[src/rtl/muldiv_pkg.sv]
// Shared definitions for the M-extension issue unit: funct3 codes, FSM states,
// AB_status bit positions and operand-signedness helpers.
package muldiv_pkg;

    localparam logic [2:0] F3_MUL    = 3'b000;
    localparam logic [2:0] F3_MULH   = 3'b001;
    localparam logic [2:0] F3_MULHSU = 3'b010;
    localparam logic [2:0] F3_MULHU  = 3'b011;
    localparam logic [2:0] F3_DIV    = 3'b100;
    localparam logic [2:0] F3_DIVU   = 3'b101;
    localparam logic [2:0] F3_REM    = 3'b110;
    localparam logic [2:0] F3_REMU   = 3'b111;

    typedef enum logic [1:0] {
        ST_IDLE  = 2'd0,
        ST_ISSUE = 2'd1,
        ST_BUSY  = 2'd2,
        ST_DRAIN = 2'd3
    } state_e;

    // AB_status = {Bm1, B0, B1, Am1, A0, A1}
    localparam int AB_A1  = 0;
    localparam int AB_A0  = 1;
    localparam int AB_AM1 = 2;
    localparam int AB_B1  = 3;
    localparam int AB_B0  = 4;
    localparam int AB_BM1 = 5;
    localparam int AB_W   = 6;

    function automatic logic a_is_signed(input logic [2:0] f3);
        return f3 inside {F3_MUL, F3_MULH, F3_MULHSU, F3_DIV, F3_REM};
    endfunction

    function automatic logic b_is_signed(input logic [2:0] f3);
        return f3 inside {F3_MUL, F3_MULH, F3_DIV, F3_REM};
    endfunction

endpackage

[src/rtl/muldiv_issue_if.sv]
// Bundle of pipeline-side and controller-side signals around the muldiv issue unit.
// master = the issue unit, slave = the surrounding pipeline and muldiv controller.
interface muldiv_issue_if #(
    parameter int XLEN = 32
);
    logic            ex_valid;
    logic            ex_is_muldiv;
    logic [2:0]      ex_funct3;
    logic [XLEN-1:0] rs1;
    logic [XLEN-1:0] rs2;
    logic            flush;
    logic            muldiv_done;
    logic [XLEN-1:0] muldiv_result;

    logic            start;
    logic            muldiv_sel;
    logic [1:0]      op_mul;
    logic            op_div1;
    logic [XLEN-1:0] A;
    logic [XLEN-1:0] B;
    logic [XLEN-1:0] A_2C;
    logic [XLEN-1:0] B_2C;
    logic [5:0]      AB_status;
    logic            stall;
    logic            wb_valid;
    logic [XLEN-1:0] wb_result;
    logic            timeout_err;

    modport master (
        input  ex_valid, ex_is_muldiv, ex_funct3, rs1, rs2, flush,
               muldiv_done, muldiv_result,
        output start, muldiv_sel, op_mul, op_div1, A, B, A_2C, B_2C,
               AB_status, stall, wb_valid, wb_result, timeout_err
    );

    modport slave (
        output ex_valid, ex_is_muldiv, ex_funct3, rs1, rs2, flush,
               muldiv_done, muldiv_result,
        input  start, muldiv_sel, op_mul, op_div1, A, B, A_2C, B_2C,
               AB_status, stall, wb_valid, wb_result, timeout_err
    );

endinterface

[src/rtl/muldiv_operand_classify.sv]
// Combinational operand classifier: zero/one/minus-one flags and two's-complement
// negations of A and B, with the minus-one flags gated by operand signedness.
module muldiv_operand_classify
    import muldiv_pkg::*;
#(
    parameter int XLEN = 32
) (
    input  logic [XLEN-1:0] a_i,
    input  logic [XLEN-1:0] b_i,
    input  logic            a_signed_i,
    input  logic            b_signed_i,
    output logic [AB_W-1:0] ab_status_o,
    output logic [XLEN-1:0] a_2c_o,
    output logic [XLEN-1:0] b_2c_o
);

    always_comb begin
        // NOTE: every combinational output gets a default first so no path can infer a latch.
        ab_status_o         = '0;
        ab_status_o[AB_A1]  = (a_i == XLEN'(1));
        ab_status_o[AB_A0]  = (a_i == '0);
        ab_status_o[AB_AM1] = a_signed_i & (a_i == '1);
        ab_status_o[AB_B1]  = (b_i == XLEN'(1));
        ab_status_o[AB_B0]  = (b_i == '0);
        ab_status_o[AB_BM1] = b_signed_i & (b_i == '1);
    end

    // Most-negative value negates to itself; the controller handles that case.
    assign a_2c_o = ~a_i + XLEN'(1);
    assign b_2c_o = ~b_i + XLEN'(1);

endmodule

[src/rtl/muldiv_issue.sv]
// EX-stage initiator of the muldiv start/done handshake: latches and classifies
// operands, stalls the pipe, returns the result, and drains cleanly on flush.
// Optional feature: define MULDIV_RESULT_CACHE_EN for a one-entry last-result cache.
module muldiv_issue
    import muldiv_pkg::*;
#(
    parameter int XLEN         = 32,
    parameter int DONE_TIMEOUT = 0
) (
    input  logic          clk,
    input  logic          reset,
    muldiv_issue_if.master bus
);

    state_e            state_q, state_d;
    logic              accept;
    logic              capture;
    logic              start;
    logic              stall;
    logic              waiting;
    logic              cache_hit;
    logic [XLEN-1:0]   cache_result;

    logic [XLEN-1:0]   a_q, b_q, a_2c_q, b_2c_q;
    logic [2:0]        funct3_q;
    logic [AB_W-1:0]   ab_status_q;
    logic              wb_valid_q;
    logic [XLEN-1:0]   wb_result_q;
    logic              timeout_err;

    logic [AB_W-1:0]   ab_status_d;
    logic [XLEN-1:0]   a_2c_d, b_2c_d;

    assign accept  = (state_q == ST_IDLE) & bus.ex_valid & bus.ex_is_muldiv & ~bus.flush;
    assign waiting = (state_q == ST_BUSY) | (state_q == ST_DRAIN);

    // Classify at accept time so the latched status is ready in the ISSUE cycle.
    muldiv_operand_classify #(.XLEN(XLEN)) u_classify (
        .a_i         (bus.rs1),
        .b_i         (bus.rs2),
        .a_signed_i  (a_is_signed(bus.ex_funct3)),
        .b_signed_i  (b_is_signed(bus.ex_funct3)),
        .ab_status_o (ab_status_d),
        .a_2c_o      (a_2c_d),
        .b_2c_o      (b_2c_d)
    );

    always_ff @(posedge clk or negedge reset) begin
        // NOTE: sequential state is updated with non-blocking assignments only.
        if (!reset) state_q <= ST_IDLE;
        else        state_q <= state_d;
    end

    always_comb begin
        state_d = state_q;
        unique case (state_q)
            ST_IDLE:  if (accept && !cache_hit) state_d = ST_ISSUE;
            ST_ISSUE: state_d = (bus.flush || bus.muldiv_done) ? ST_IDLE : ST_BUSY;
            ST_BUSY: begin
                if (bus.muldiv_done)  state_d = ST_IDLE;
                else if (bus.flush)   state_d = ST_DRAIN;
            end
            ST_DRAIN: if (bus.muldiv_done) state_d = ST_IDLE;
            default:  state_d = ST_IDLE;
        endcase
    end

    always_comb begin
        start   = 1'b0;
        stall   = 1'b0;
        capture = 1'b0;
        unique case (state_q)
            ST_IDLE:  stall = accept;
            ST_ISSUE: begin
                start   = ~bus.flush;
                stall   = 1'b1;
                capture = bus.muldiv_done & ~bus.flush;
            end
            ST_BUSY: begin
                stall   = 1'b1;
                capture = bus.muldiv_done & ~bus.flush;
            end
            // The killed op is only being waited out; stall just for a younger muldiv op.
            ST_DRAIN: stall = bus.ex_valid & bus.ex_is_muldiv;
            default: ;
        endcase
    end

    always_ff @(posedge clk or negedge reset) begin
        if (!reset) begin
            a_q         <= '0;
            b_q         <= '0;
            a_2c_q      <= '0;
            b_2c_q      <= '0;
            funct3_q    <= '0;
            ab_status_q <= '0;
            wb_valid_q  <= 1'b0;
            wb_result_q <= '0;
        end else begin
            if (accept) begin
                a_q         <= bus.rs1;
                b_q         <= bus.rs2;
                a_2c_q      <= a_2c_d;
                b_2c_q      <= b_2c_d;
                funct3_q    <= bus.ex_funct3;
                ab_status_q <= ab_status_d;
            end
            wb_valid_q <= capture | cache_hit;
            if (capture)        wb_result_q <= bus.muldiv_result;
            else if (cache_hit) wb_result_q <= cache_result;
        end
    end

`ifdef MULDIV_RESULT_CACHE_EN
    logic            cache_valid_q;
    logic [XLEN-1:0] cache_a_q, cache_b_q, cache_res_q;
    logic [2:0]      cache_f3_q;

    assign cache_hit = accept & cache_valid_q & (bus.rs1 == cache_a_q)
                     & (bus.rs2 == cache_b_q) & (bus.ex_funct3 == cache_f3_q);
    assign cache_result = cache_res_q;

    // NOTE: only the valid bit is reset; the payload is never read while valid is low.
    always_ff @(posedge clk or negedge reset) begin
        if (!reset) cache_valid_q <= 1'b0;
        else if (state_q == ST_BUSY && state_d == ST_DRAIN) cache_valid_q <= 1'b0;
        else if (capture) cache_valid_q <= 1'b1;
    end

    always_ff @(posedge clk) begin
        if (capture) begin
            cache_a_q   <= a_q;
            cache_b_q   <= b_q;
            cache_f3_q  <= funct3_q;
            cache_res_q <= bus.muldiv_result;
        end
    end
`else
    assign cache_hit    = 1'b0;
    assign cache_result = '0;
`endif

    generate
        if (DONE_TIMEOUT > 0) begin : g_wd
            localparam int WD_W = $clog2(DONE_TIMEOUT + 1);
            logic [WD_W-1:0] wd_cnt_q;
            logic            wd_err_q;

            always_ff @(posedge clk or negedge reset) begin
                if (!reset) begin
                    wd_cnt_q <= '0;
                    wd_err_q <= 1'b0;
                end else begin
                    if (!waiting)                              wd_cnt_q <= '0;
                    else if (wd_cnt_q != WD_W'(DONE_TIMEOUT))  wd_cnt_q <= wd_cnt_q + WD_W'(1);
                    if (wd_cnt_q == WD_W'(DONE_TIMEOUT))       wd_err_q <= 1'b1;
                end
            end
            assign timeout_err = wd_err_q;
        end else begin : g_no_wd
            assign timeout_err = 1'b0;
        end
    endgenerate

    assign bus.start       = start;
    assign bus.stall       = stall;
    assign bus.muldiv_sel  = funct3_q[2];
    assign bus.op_mul      = funct3_q[1:0];
    assign bus.op_div1     = funct3_q[1];
    assign bus.A           = a_q;
    assign bus.B           = b_q;
    assign bus.A_2C        = a_2c_q;
    assign bus.B_2C        = b_2c_q;
    assign bus.AB_status   = ab_status_q;
    assign bus.wb_valid    = wb_valid_q;
    assign bus.wb_result   = wb_result_q;
    assign bus.timeout_err = timeout_err;

endmodule

[src/flat_wrapper.sv]
// flat-port wrapper written by rule: the top's interface ports become plain ports
module muldiv_issue_flat import muldiv_pkg::*;
#(
    parameter int XLEN         = 32,
    parameter int DONE_TIMEOUT = 0
)
  (clk, reset, bus_ex_valid, bus_ex_is_muldiv, bus_ex_funct3, bus_rs1, bus_rs2, bus_flush, bus_muldiv_done, bus_muldiv_result, bus_start, bus_muldiv_sel, bus_op_mul, bus_op_div1, bus_A, bus_B, bus_A_2C, bus_B_2C, bus_AB_status, bus_stall, bus_wb_valid, bus_wb_result, bus_timeout_err);
  muldiv_issue_if #(.XLEN(XLEN)) bus_i ();
  input  logic clk;
  input  logic reset;
  input wire logic [$bits(bus_i.ex_valid)-1:0] bus_ex_valid;
  input wire logic [$bits(bus_i.ex_is_muldiv)-1:0] bus_ex_is_muldiv;
  input wire logic [$bits(bus_i.ex_funct3)-1:0] bus_ex_funct3;
  input wire logic [$bits(bus_i.rs1)-1:0] bus_rs1;
  input wire logic [$bits(bus_i.rs2)-1:0] bus_rs2;
  input wire logic [$bits(bus_i.flush)-1:0] bus_flush;
  input wire logic [$bits(bus_i.muldiv_done)-1:0] bus_muldiv_done;
  input wire logic [$bits(bus_i.muldiv_result)-1:0] bus_muldiv_result;
  output wire logic [$bits(bus_i.start)-1:0] bus_start;
  output wire logic [$bits(bus_i.muldiv_sel)-1:0] bus_muldiv_sel;
  output wire logic [$bits(bus_i.op_mul)-1:0] bus_op_mul;
  output wire logic [$bits(bus_i.op_div1)-1:0] bus_op_div1;
  output wire logic [$bits(bus_i.A)-1:0] bus_A;
  output wire logic [$bits(bus_i.B)-1:0] bus_B;
  output wire logic [$bits(bus_i.A_2C)-1:0] bus_A_2C;
  output wire logic [$bits(bus_i.B_2C)-1:0] bus_B_2C;
  output wire logic [$bits(bus_i.AB_status)-1:0] bus_AB_status;
  output wire logic [$bits(bus_i.stall)-1:0] bus_stall;
  output wire logic [$bits(bus_i.wb_valid)-1:0] bus_wb_valid;
  output wire logic [$bits(bus_i.wb_result)-1:0] bus_wb_result;
  output wire logic [$bits(bus_i.timeout_err)-1:0] bus_timeout_err;
  assign bus_i.ex_valid = bus_ex_valid;
  assign bus_i.ex_is_muldiv = bus_ex_is_muldiv;
  assign bus_i.ex_funct3 = bus_ex_funct3;
  assign bus_i.rs1 = bus_rs1;
  assign bus_i.rs2 = bus_rs2;
  assign bus_i.flush = bus_flush;
  assign bus_i.muldiv_done = bus_muldiv_done;
  assign bus_i.muldiv_result = bus_muldiv_result;
  assign bus_start = bus_i.start;
  assign bus_muldiv_sel = bus_i.muldiv_sel;
  assign bus_op_mul = bus_i.op_mul;
  assign bus_op_div1 = bus_i.op_div1;
  assign bus_A = bus_i.A;
  assign bus_B = bus_i.B;
  assign bus_A_2C = bus_i.A_2C;
  assign bus_B_2C = bus_i.B_2C;
  assign bus_AB_status = bus_i.AB_status;
  assign bus_stall = bus_i.stall;
  assign bus_wb_valid = bus_i.wb_valid;
  assign bus_wb_result = bus_i.wb_result;
  assign bus_timeout_err = bus_i.timeout_err;
  muldiv_issue #(.XLEN(XLEN), .DONE_TIMEOUT(DONE_TIMEOUT)) u_core (.clk(clk), .reset(reset), .bus(bus_i));
endmodule
[config.mk]
export PLATFORM = sky130hd
export DESIGN_NAME = muldiv_issue_flat
export DESIGN_NICKNAME = d
export VERILOG_FILES = /design/src/rtl/muldiv_pkg.sv /design/src/rtl/muldiv_issue_if.sv /design/src/rtl/muldiv_operand_classify.sv /design/src/rtl/muldiv_issue.sv /design/src/flat_wrapper.sv
export SDC_FILE = /design/constraint.sdc
export NUM_CORES = 1
export LEC_CHECK = 0
export CAP_MARGIN = 30
export CORE_MARGIN = 8
export CORE_UTILIZATION = 43
export DETAILED_ROUTE_END_ITERATION = 12
export MAX_ROUTING_LAYER = met4
export PLACE_DENSITY = 0.83
export SLEW_MARGIN = 25
export SYNTH_ARGS = -nofsm -noshare
export SYNTH_HDL_FRONTEND = slang
export SYNTH_SLANG_ARGS = --single-unit
[constraint.sdc]
create_clock -name clk -period 2.7 [get_ports clk]
set_input_delay 0.54 -clock clk [delete_from_list [all_inputs] [get_ports clk]]
set_output_delay 0.54 -clock clk [all_outputs]
set_load 0.05 [all_outputs]
==> results.toml, run 1 <==
[outcome]
outcome = "complete, no violations"

[sta]
slew_headroom_pct = 56.4
rsz0062_at_grt = "no"
worst_pin_slew_ns = 0.653
clock_skew_ns = 0.00813
drv_slew = 0
finalCritPeriodShare_pct = 94.7
max_freq_mhz = 391
layout_min_cycle_time_ns = 2.56
hold_violations = 0
setup_viol = 0
setup_tns_ns = 0

[floorplanning]
rows = 50
die_w_um = 153
ios = 279
core_area_um2 = 18600
fp.dieH_um = 153
initial_utilization_pct = 43.5
dieArea_um2 = 23500

[placed_design]
numPortBuffers = 277
placedCellCount = 1402
hpwl_um = 19900
place.gp.congestion = 0.898
postPlaceCellArea_um2 = 11600

[logic_synthesis]
synth_edf_count = 0
ys_ff_latch = 170
async_flop_share_pct = 100
netlist_area_um2 = 8090
synth_warnings = 0
synth_cells = 869
synthFlopType = "dfrtp_1"
ys_seq_area_share_pct = 52.6
ys_types = 51
syn-num-nets = 985
syn_area_per_cell_um2 = 9.31

[power]
p_clk_share_pct = 15.4
ir_worst_vdd_mv = 1.08
power_leakage_nw = 5.35
comb_power_share_pct = 56.8
p_sw_share_pct = 49.3
p_sw_w = 0.00774
internal_power_w = 0.00795
p_seq_share_pct = 27.8
finalPower_w = 0.0157
powerDensity_nw_per_um2 = 1290

[layout]
nets = 1303
area_growth_pct = 50.4
stdcell_count = 1434
n_antenna_cell = 0
fillers = 1496
stdcell_area_um2 = 12200
drive_gt1_share_pct = 13.1

[setup_path]
start_kind = "primary input"
cp-end-kind = "flop"
cp.required_ns = 3.04
crit_arrival_ns = 2.89
cp_max_fo = 20
crit_type = "primary input to flop"

[clock_network]
numCtsBuffers = 17
cts_tree = "built"
path_clk_slew_ns = 0.07
cts_hold_buf = 0
postCtsSetupRepairBufs = 0
cts_sinks = 170
clk_path_buf_depth = 2
clkLatencyLatePin_ns = 0.42
root_buffer = "clkbuf_16"
cts.htree.levels = 4
cts_resized = 0

[drt]
viasPerCell = 5.45
drt-pass1-iter-count = 5
ant_nets = 0
wl_per_cell_um = 18.5
totalWireLength_um = 26500
route.detailed.drc = 0
detail_route.iter0.violations = 730
num_vias = 7811

[flow_run]
cap_viol_max_count = 0

[global_routing]
grt_antenna_before_repair = 0
grt_use_total_pct = 23.2
grt.overflow.total = 0
grt_pass1_wl_um = 42600
first_global_vias = 7803
grt_max_degree = 106

[worst_hold_path]
hp-class = "primary input to asynchronous set/reset pin"
[power by group through the flow]
stage / sequential (W) / combinational, W / clock (W)
after floorplan: 0.00839 / 0.00154 / 0
after global placement: 0.00436 / 0.00888 / 0
after detailed placement: 0.00440 / 0.00897 / 0
after CTS: 0.00437 / 0.00900 / 0.00245
after global routing: 0.00451 / 0.00935 / 0.00256
final: 0.00436 / 0.00891 / 0.00241
[per-stage QoR]
| stage | setup slack [ns] | util, % | hold slack (ns) |
|---|---|---|---|
| CTS | 0.169 | 65.5 | 0.0757 |
| floorplan | 0.0515 | - | 0.244 |
| detailed placement | -0.295 | 62.4 | 0.458 |
| finish | 0.144 | 65.5 | 0.0550 |
| global route | 0.0888 | 65.5 | 0.0819 |
| global placement | -0.232 | 62.4 | 0.452 |
[per-layer routing]
| layer | global-route usage [%] | vias to the layer above | part of all wire [%] |
|---|---|---|---|
| met5 | - | - | 0 |
| met4 | 5.51 | 0 | 1.5 |
| met3 | 7.84 | 29 | 9.4 |
| met2 | 35.2 | 330 | 46 |
| met1 | 29.4 | 3779 | 43 |
| li1 | - | 3673 | - |
[placed cells by master (no fill, tap or decap), types with 3 or more instances in the layout]
| cell | count |
|---|---|
| o31ai_1 | 27 |
| nor2_1 | 37 |
| mux2i_1 | 3 |
| mux2_2 | 32 |
| nor3_1 | 15 |
| o41ai_1 | 4 |
| o211ai_1 | 6 |
| clkinv_4 | 3 |
| buf_12 | 6 |
| xnor2_1 | 10 |
| ha_1 | 11 |
| nand2b_1 | 3 |
| clkinv_2 | 3 |
| a22oi_1 | 4 |
| nor4_1 | 28 |
| nand4_1 | 24 |
| or4_1 | 20 |
| nand3_1 | 31 |
| clkbuf_16 | 17 |
| xor2_1 | 11 |
| or3_1 | 5 |
| clkdlybuf4s50_1 | 274 |
| dfrtp_1 | 170 |
| buf_4 | 79 |
| inv_6 | 4 |
| o31a_1 | 13 |
| o21ai_0 | 38 |
| a211o_1 | 3 |
| nand2_1 | 265 |
| inv_1 | 10 |
| a21oi_1 | 7 |
[flip-flops by register name (all words and copies together) (netlist names), 2 cells and up]
signal / count
u_core.bus.AB_status: 6
u_core.bus.A: 31
u_core.state_q: 2
u_core.bus.A_2C: 32
u_core.bus.B_2C: 32
u_core.bus.B: 31
u_core.bus.wb_result: 32
u_core.funct3_q: 3
[Yosys cell counts (2+ instances only)]
library cell	n	area, um^2
nand2_1	265	995
dfrtp_1	170	4250
clkbuf_1	49	184
o21ai_0	38	190
nor2_1	37	139
mux2_2	32	360
nand3_1	31	155
nor4_1	28	175
o31ai_1	27	203
nand4_1	24	150
or4_1	20	150
nor3_1	15	75.1
o31a_1	13	114
ha_1	11	138
xor2_1	11	96.3
inv_1	10	37.5
xnor2_1	10	87.6
a21oi_1	7	35.0
o211ai_1	6	45.0
buf_1	5	18.8
or3_1	5	31.3
a22oi_1	4	30.0
buf_4	4	30.0
o41ai_1	4	35.0
a211o_1	3	26.3
mux2i_1	3	30.0
nand2b_1	3	18.8
a311o_1	2	20.0
and3_1	2	12.5
buf_6	2	22.5
nand3b_1	2	15.0
nand4b_1	2	17.5
nor4b_1	2	17.5
o311ai_0	2	17.5
o41a_1	2	22.5
or2_2	2	12.5
or4_4	2	22.5
[final cells by class]
cell class                 instances  area (um^2)  share of cell area (%)
sequential                       170         4250                    35.0
timing repair buffer             360         3470                    28.5
multi-input combinational        628         3540                    29.1
inverter                          10         37.5                   0.309
clock inverter                    14          136                    1.12
clock buffer                      18          439                    3.61
tap                              234          293                    2.41
[cell families (layout without fill, tap and decap cells)]
logic type	count (synthesis)	count (layout)	share of synthesized area (%)
compound gates	112	112	9.53
xor+xnor	21	21	2.27
fa+ha+maj	11	11	1.70
buf+inv	71	402	3.68
flops	170	170	52.6
mux	35	35	4.83
other cells	1	1	0.0464
simple gates	448	448	25.4
[worst paths after layout]
path                                     from                   to  slack [ns]  depth (start not counted)
setup / recovery                  bus_rs1[13]  u_core.bus.A_2C[27]        0.14                          5
min in group clk           u_core.funct3_q[0]   u_core.funct3_q[0]        0.47                          2
max in group asynchronous               reset   u_core.bus.A_2C[3]        1.91                          2
hold reg to reg            u_core.funct3_q[0]   u_core.funct3_q[0]        0.47                          2
hold / removal                          reset    u_core.state_q[1]        0.06                          1
setup reg to reg            u_core.state_q[0]  u_core.bus.B_2C[25]        0.69                          7
[worst max-delay path: stages]
cell and delay [ns]:
clkdlybuf4s50_1 0.41, or4_1 0.56, or4_4 0.65, or4_1 0.55, o211ai_1 0.18
No activity file was read; power rests on OpenSTA's default activity.
==> inputs of run 2 (changes only) <==
--- a/config.mk
+++ b/config.mk
@@ -11,6 +11,8 @@
 export DETAILED_ROUTE_END_ITERATION = 12
 export MAX_ROUTING_LAYER = met4
 export PLACE_DENSITY = 0.83
+export RECOVER_POWER = 100
+export SKIP_LAST_GASP = 1
 export SLEW_MARGIN = 25
 export SYNTH_ARGS = -nofsm -noshare
 export SYNTH_HDL_FRONTEND = slang
==> results.toml, run 2 (synthesized netlist as in run 1, its figures left out) <==
[power]
p_sw_share_pct = 50.7
internal_power_w = 0.00746
power_leakage_nw = 5.51
p_seq_share_pct = 28.5
comb_power_share_pct = 55.6
ir_worst_vdd_mv = 1.02
p_sw_w = 0.00766
powerDensity_nw_per_um2 = 1250
p_clk_share_pct = 15.9

[clock_network]
cts_tree = "built"
clkLatencyLatePin_ns = 0.42
path_clk_slew_ns = 0.07
clk_path_buf_depth = 2
cts_resized = 0
postCtsSetupRepairBufs = 0
cts.htree.levels = 4
numCtsBuffers = 17
cts_sinks = 170
cts_hold_buf = 0
root_buffer = "clkbuf_16"

[drt]
ant_nets = 0
detail_route.iter0.violations = 696
viasPerCell = 5.45
totalWireLength_um = 26500
wl_per_cell_um = 18.5
route.detailed.drc = 0
num_vias = 7822
drt-pass1-iter-count = 5

[sta]
layout_min_cycle_time_ns = 2.56
setup_tns_ns = 0
rsz0062_at_grt = "no"
setup_viol = 0
worst_pin_slew_ns = 1.33
slew_headroom_pct = 11.4
max_freq_mhz = 391
finalCritPeriodShare_pct = 94.8
drv_slew = 0
clock_skew_ns = 0.00849
hold_violations = 0

[layout]
fillers = 1511
area_growth_pct = 49.2
stdcell_area_um2 = 12100
nets = 1303
final_util_pct = 65.0
n_antenna_cell = 0
drive_gt1_share_pct = 12.4
final_common_cell = "nand2_1"
layout_common_cells = "265 x nand2_1, 172 x dlygate4sd3_1, 170 x dfrtp_1"
stdcell_count = 1434

[placed_design]
numPortBuffers = 277
place.gp.congestion = 0.898
postPlaceCellArea_um2 = 11600
placedCellCount = 1402
hpwl_um = 19900

[global_routing]
grt_antenna_before_repair = 0
first_global_vias = 7803
grt.overflow.total = 0
grt_max_degree = 106
grt_use_total_pct = 23.2
grt_pass1_wl_um = 42600

[outcome]
outcome = "complete, no violations"

[setup_path]
start_kind = "primary input"
cpMaxStageDelayCell = "or4_4"
crit_arrival_ns = 2.90
cp-end-kind = "flop"
crit_family = "simple AND/OR/NAND/NOR gates"
crit_chain = "clkdlybuf4s50_1, or4_1, or4_4, or4_1, o211ai_1"
cp_max_fo = 20
cp_num_buf_inv = 1
crit_type = "primary input to flop"
cp_common_cell = "or4_1"
slowest_delay_ns = 0.64
cp.required_ns = 3.04

[floorplanning]
ios = 279
initial_utilization_pct = 43.5
fp.dieH_um = 153
core_area_um2 = 18600
rows = 50
dieArea_um2 = 23500
die_w_um = 153

[flow_run]
cap_viol_max_count = 0

[worst_hold_path]
hp-class = "primary input to asynchronous set/reset pin"
==> run 2: changes by cell type in the layout (fill, tap and decap cells not counted) <==
| cell | before | now |
|---|---|---|
| buf_6 | 1 | 0 |
| dlygate4sd3_1 | 0 | 172 |
| clkdlybuf4s50_1 | 274 | 102 |
| buf_12 | 6 | 2 |
| buf_4 | 79 | 68 |
| clkbuf_4 | 0 | 4 |
| clkbuf_1 | 0 | 8 |
| clkbuf_2 | 0 | 4 |
==> run 2: path summary, 6_finish.rpt <==
| check | start | endpoint | slack (ns) | cells after the start |
|---|---|---|---|---|
| min in group clk | u_core.funct3_q[0] | u_core.funct3_q[0] | 0.47 | 2 |
| max in group asynchronous | reset | u_core.bus.A[1] | 0.66 | 2 |
| hold / removal | reset | u_core.state_q[1] | 0.39 | 1 |
| setup reg to reg | u_core.state_q[0] | u_core.bus.A_2C[27] | 0.18 | 7 |
| setup / recovery | bus_rs1[13] | u_core.bus.A_2C[27] | 0.14 | 5 |
| hold reg to reg | u_core.funct3_q[0] | u_core.funct3_q[0] | 0.47 | 2 |
==> run 2: final cells by class <==
class	instances	area, um^2	share of cell area (%)
flip-flops and latches	170	4250	35.2
multi-input cells	628	3540	29.3
repair buffers	360	3370	27.9
clock buffers	18	439	3.64
well taps	234	293	2.43
clock inverters	14	136	1.13
inverters	10	37.5	0.311
==> run 2: layer usage <==
| layer | global-route usage [%] | part of all wire [%] |
|---|---|---|
| met1 | 29.4 | 44 |
| met2 | 35.2 | 46 |
| met3 | 7.84 | 9.3 |
| met4 | 5.51 | 1.5 |
| met5 | - | 0 |
==> run 2: power by group through the flow <==
stage | Combinational (W) | Sequential, W | Clock, W
2_1_floorplan | 0.00154 | 0.00839 | 0
3_3_place_gp | 0.00888 | 0.00436 | 0
5_1_grt | 0.00885 | 0.00446 | 0.00256
4_1_cts | 0.00900 | 0.00437 | 0.00245
6_report | 0.00842 | 0.00430 | 0.00240
3_5_place_dp | 0.00897 | 0.00440 | 0
==> run 2: stage by stage <==
step           hold slack (ns)  power [W]  worst slack, ns
2_1_floorplan            0.244    0.00993           0.0515
3_3_place_gp             0.452     0.0132           -0.232
3_5_place_dp             0.458     0.0134           -0.295
4_1_cts                 0.0757     0.0158            0.169
5_1_grt                  0.497     0.0159           0.0627
6_report                 0.389     0.0151            0.139
==> inputs of run 3 (changes only) <==
==> constraint.sdc (replaced) <==
create_clock -name clk -period 2.6 [get_ports clk]
set_input_delay 0.52 -clock clk [delete_from_list [all_inputs] [get_ports clk]]
set_output_delay 0.52 -clock clk [all_outputs]
set_load 0.05 [all_outputs]
==> results.toml, run 3 (synthesized netlist as in run 1, its figures left out) <==
[layout]
drive_gt1_share_pct = 14.4
n_antenna_cell = 0
layout_common_cells = "265 x nand2_1, 170 x dfrtp_1, 168 x dlygate4sd3_1"
stdcell_area_um2 = 12400
area_growth_pct = 53.3
multi_input_area_um2 = 3540
nets = 1328
fillers = 1449
regArea_um2 = 4250
final_common_cell = "nand2_1"

[setup_path]
start_kind = "primary input"
cp_max_fo = 7
cp-end-kind = "flop"
r2r_cells = 7
cp.required_ns = 2.88
crit_type = "primary input to flop"
crit_arrival_ns = 2.85

[drt]
detail_route.iter0.violations = 788
num_vias = 7962
viasPerCell = 5.46
route.detailed.drc = 0
ant_nets = 0
wl_per_cell_um = 19.1
totalWireLength_um = 27800
drt-pass1-iter-count = 5

[flow_run]
cap_viol_max_count = 1

[floorplanning]
initial_utilization_pct = 43.5
core_area_um2 = 18600
fp.dieH_um = 153
ios = 279
die_w_um = 153
dieArea_um2 = 23500
rows = 50

[global_routing]
grt_use_total_pct = 23.9
first_global_vias = 8097
grt_pass1_wl_um = 43800
grt.overflow.total = 0
grt_antenna_before_repair = 0
grt_max_degree = 68

[power]
comb_power_share_pct = 54.9
internal_power_w = 0.00813
powerDensity_nw_per_um2 = 1300
p_sw_share_pct = 49.6
p_seq_share_pct = 27.8
p_clk_share_pct = 17.4
ir_worst_vdd_mv = 0.877
power_leakage_nw = 5.69
p_sw_w = 0.00800

[sta]
finalCritPeriodShare_pct = 98.7
max_freq_mhz = 390
layout_min_cycle_time_ns = 2.57
setup_tns_ns = 0
slew_headroom_pct = -18.3
setup_viol = 0
drv_slew = 66
rsz0062_at_grt = "yes"
hold_slack_ns = 0.435
worst_pin_slew_ns = 1.77
hold_violations = 0
setup_slack_ns = 0.0332
clock_skew_ns = 0.0112

[clock_network]
cts_hold_buf = 0
root_buffer = "clkbuf_16"
cts_sinks = 170
clkLatencyLatePin_ns = 0.42
cts_tree = "built"
clk_path_buf_depth = 2
path_clk_slew_ns = 0.07
cts.htree.levels = 4
numCtsBuffers = 17

[outcome]
outcome = "finished, violations left"
violations = "max-capacitance violations, max-slew violations"

[worst_hold_path]
hold_path_depth = 3
hp-class = "primary input to flop"

[placed_design]
numPortBuffers = 277
place_ws_ns = -0.404
postPlaceCellArea_um2 = 11800
hpwl_um = 21100
place.gp.congestion = 0.917
## run 3: cell type report
| class | count | area share (%) |
|---|---|---|
| flip-flops and latches | 170 | 34.3 |
| repair buffers | 385 | 29.2 |
| multi-input cells | 628 | 28.6 |
| clock buffers | 18 | 3.54 |
| well taps | 234 | 2.36 |
| clock inverters | 14 | 1.68 |
| inverters | 10 | 0.303 |
## run 3: what timing repair did
item / 4_1_cts / 5_1_grt
buffers inserted: 0 / 6
setup endpoints to repair: 0 / 2
resized for setup: 0 / 4
## run 3: power groups by stage
stage	Clock [W]	Combinational, W	Sequential [W]
6_report	0.00280	0.00885	0.00448
3_3_place_gp	0	0.00927	0.00452
3_5_place_dp	0	0.00938	0.00458
5_1_grt	0.00297	0.00931	0.00463
2_1_floorplan	0	0.00161	0.00872
4_1_cts	0.00285	0.00941	0.00454
## run 3: metrics by stage
step | util [%] | total power, W | instances
floorplan | - | 0.0103 | 869
global placement | 63.4 | 0.0138 | 1421
detailed placement | 63.4 | 0.0140 | 1421
CTS | 66.9 | 0.0168 | 1453
global route | 66.7 | 0.0169 | 1459
finish | 66.7 | 0.0161 | 1459
## run 3: worst max-delay path: stages
cell and delay [ns]:
clkdlybuf4s50_1 0.43, or4_4 0.54, or4_4 0.60, buf_4 0.20, buf_4 0.13, nor4_1 0.31
o31ai_1 0.12
## run 3: worst paths after layout
kind	startpoint	end	slack, ns
setup reg to reg	u_core.state_q[0]	u_core.bus.B_2C[6]	0.18
hold / removal	bus_rs1[7]	u_core.bus.A[7]	0.44
hold reg to reg	u_core.bus.A[27]	u_core.bus.A[27]	0.47
min in group asynchronous	reset	u_core.state_q[1]	0.57
setup / recovery	bus_rs1[5]	u_core.bus.A_2C[26]	0.03
max in group asynchronous	reset	u_core.bus.A_2C[27]	0.63
## run 3: per-layer routing
layer	part of all wire, %	track usage [%]	routed length [um]	up-vias
li1	-	-	-	3734
met5	0	-	0	-
met3	10	8.46	2840	46
met1	41	29.2	11500	3810
met2	46	36.1	12700	372
met4	2.7	8.44	756	0
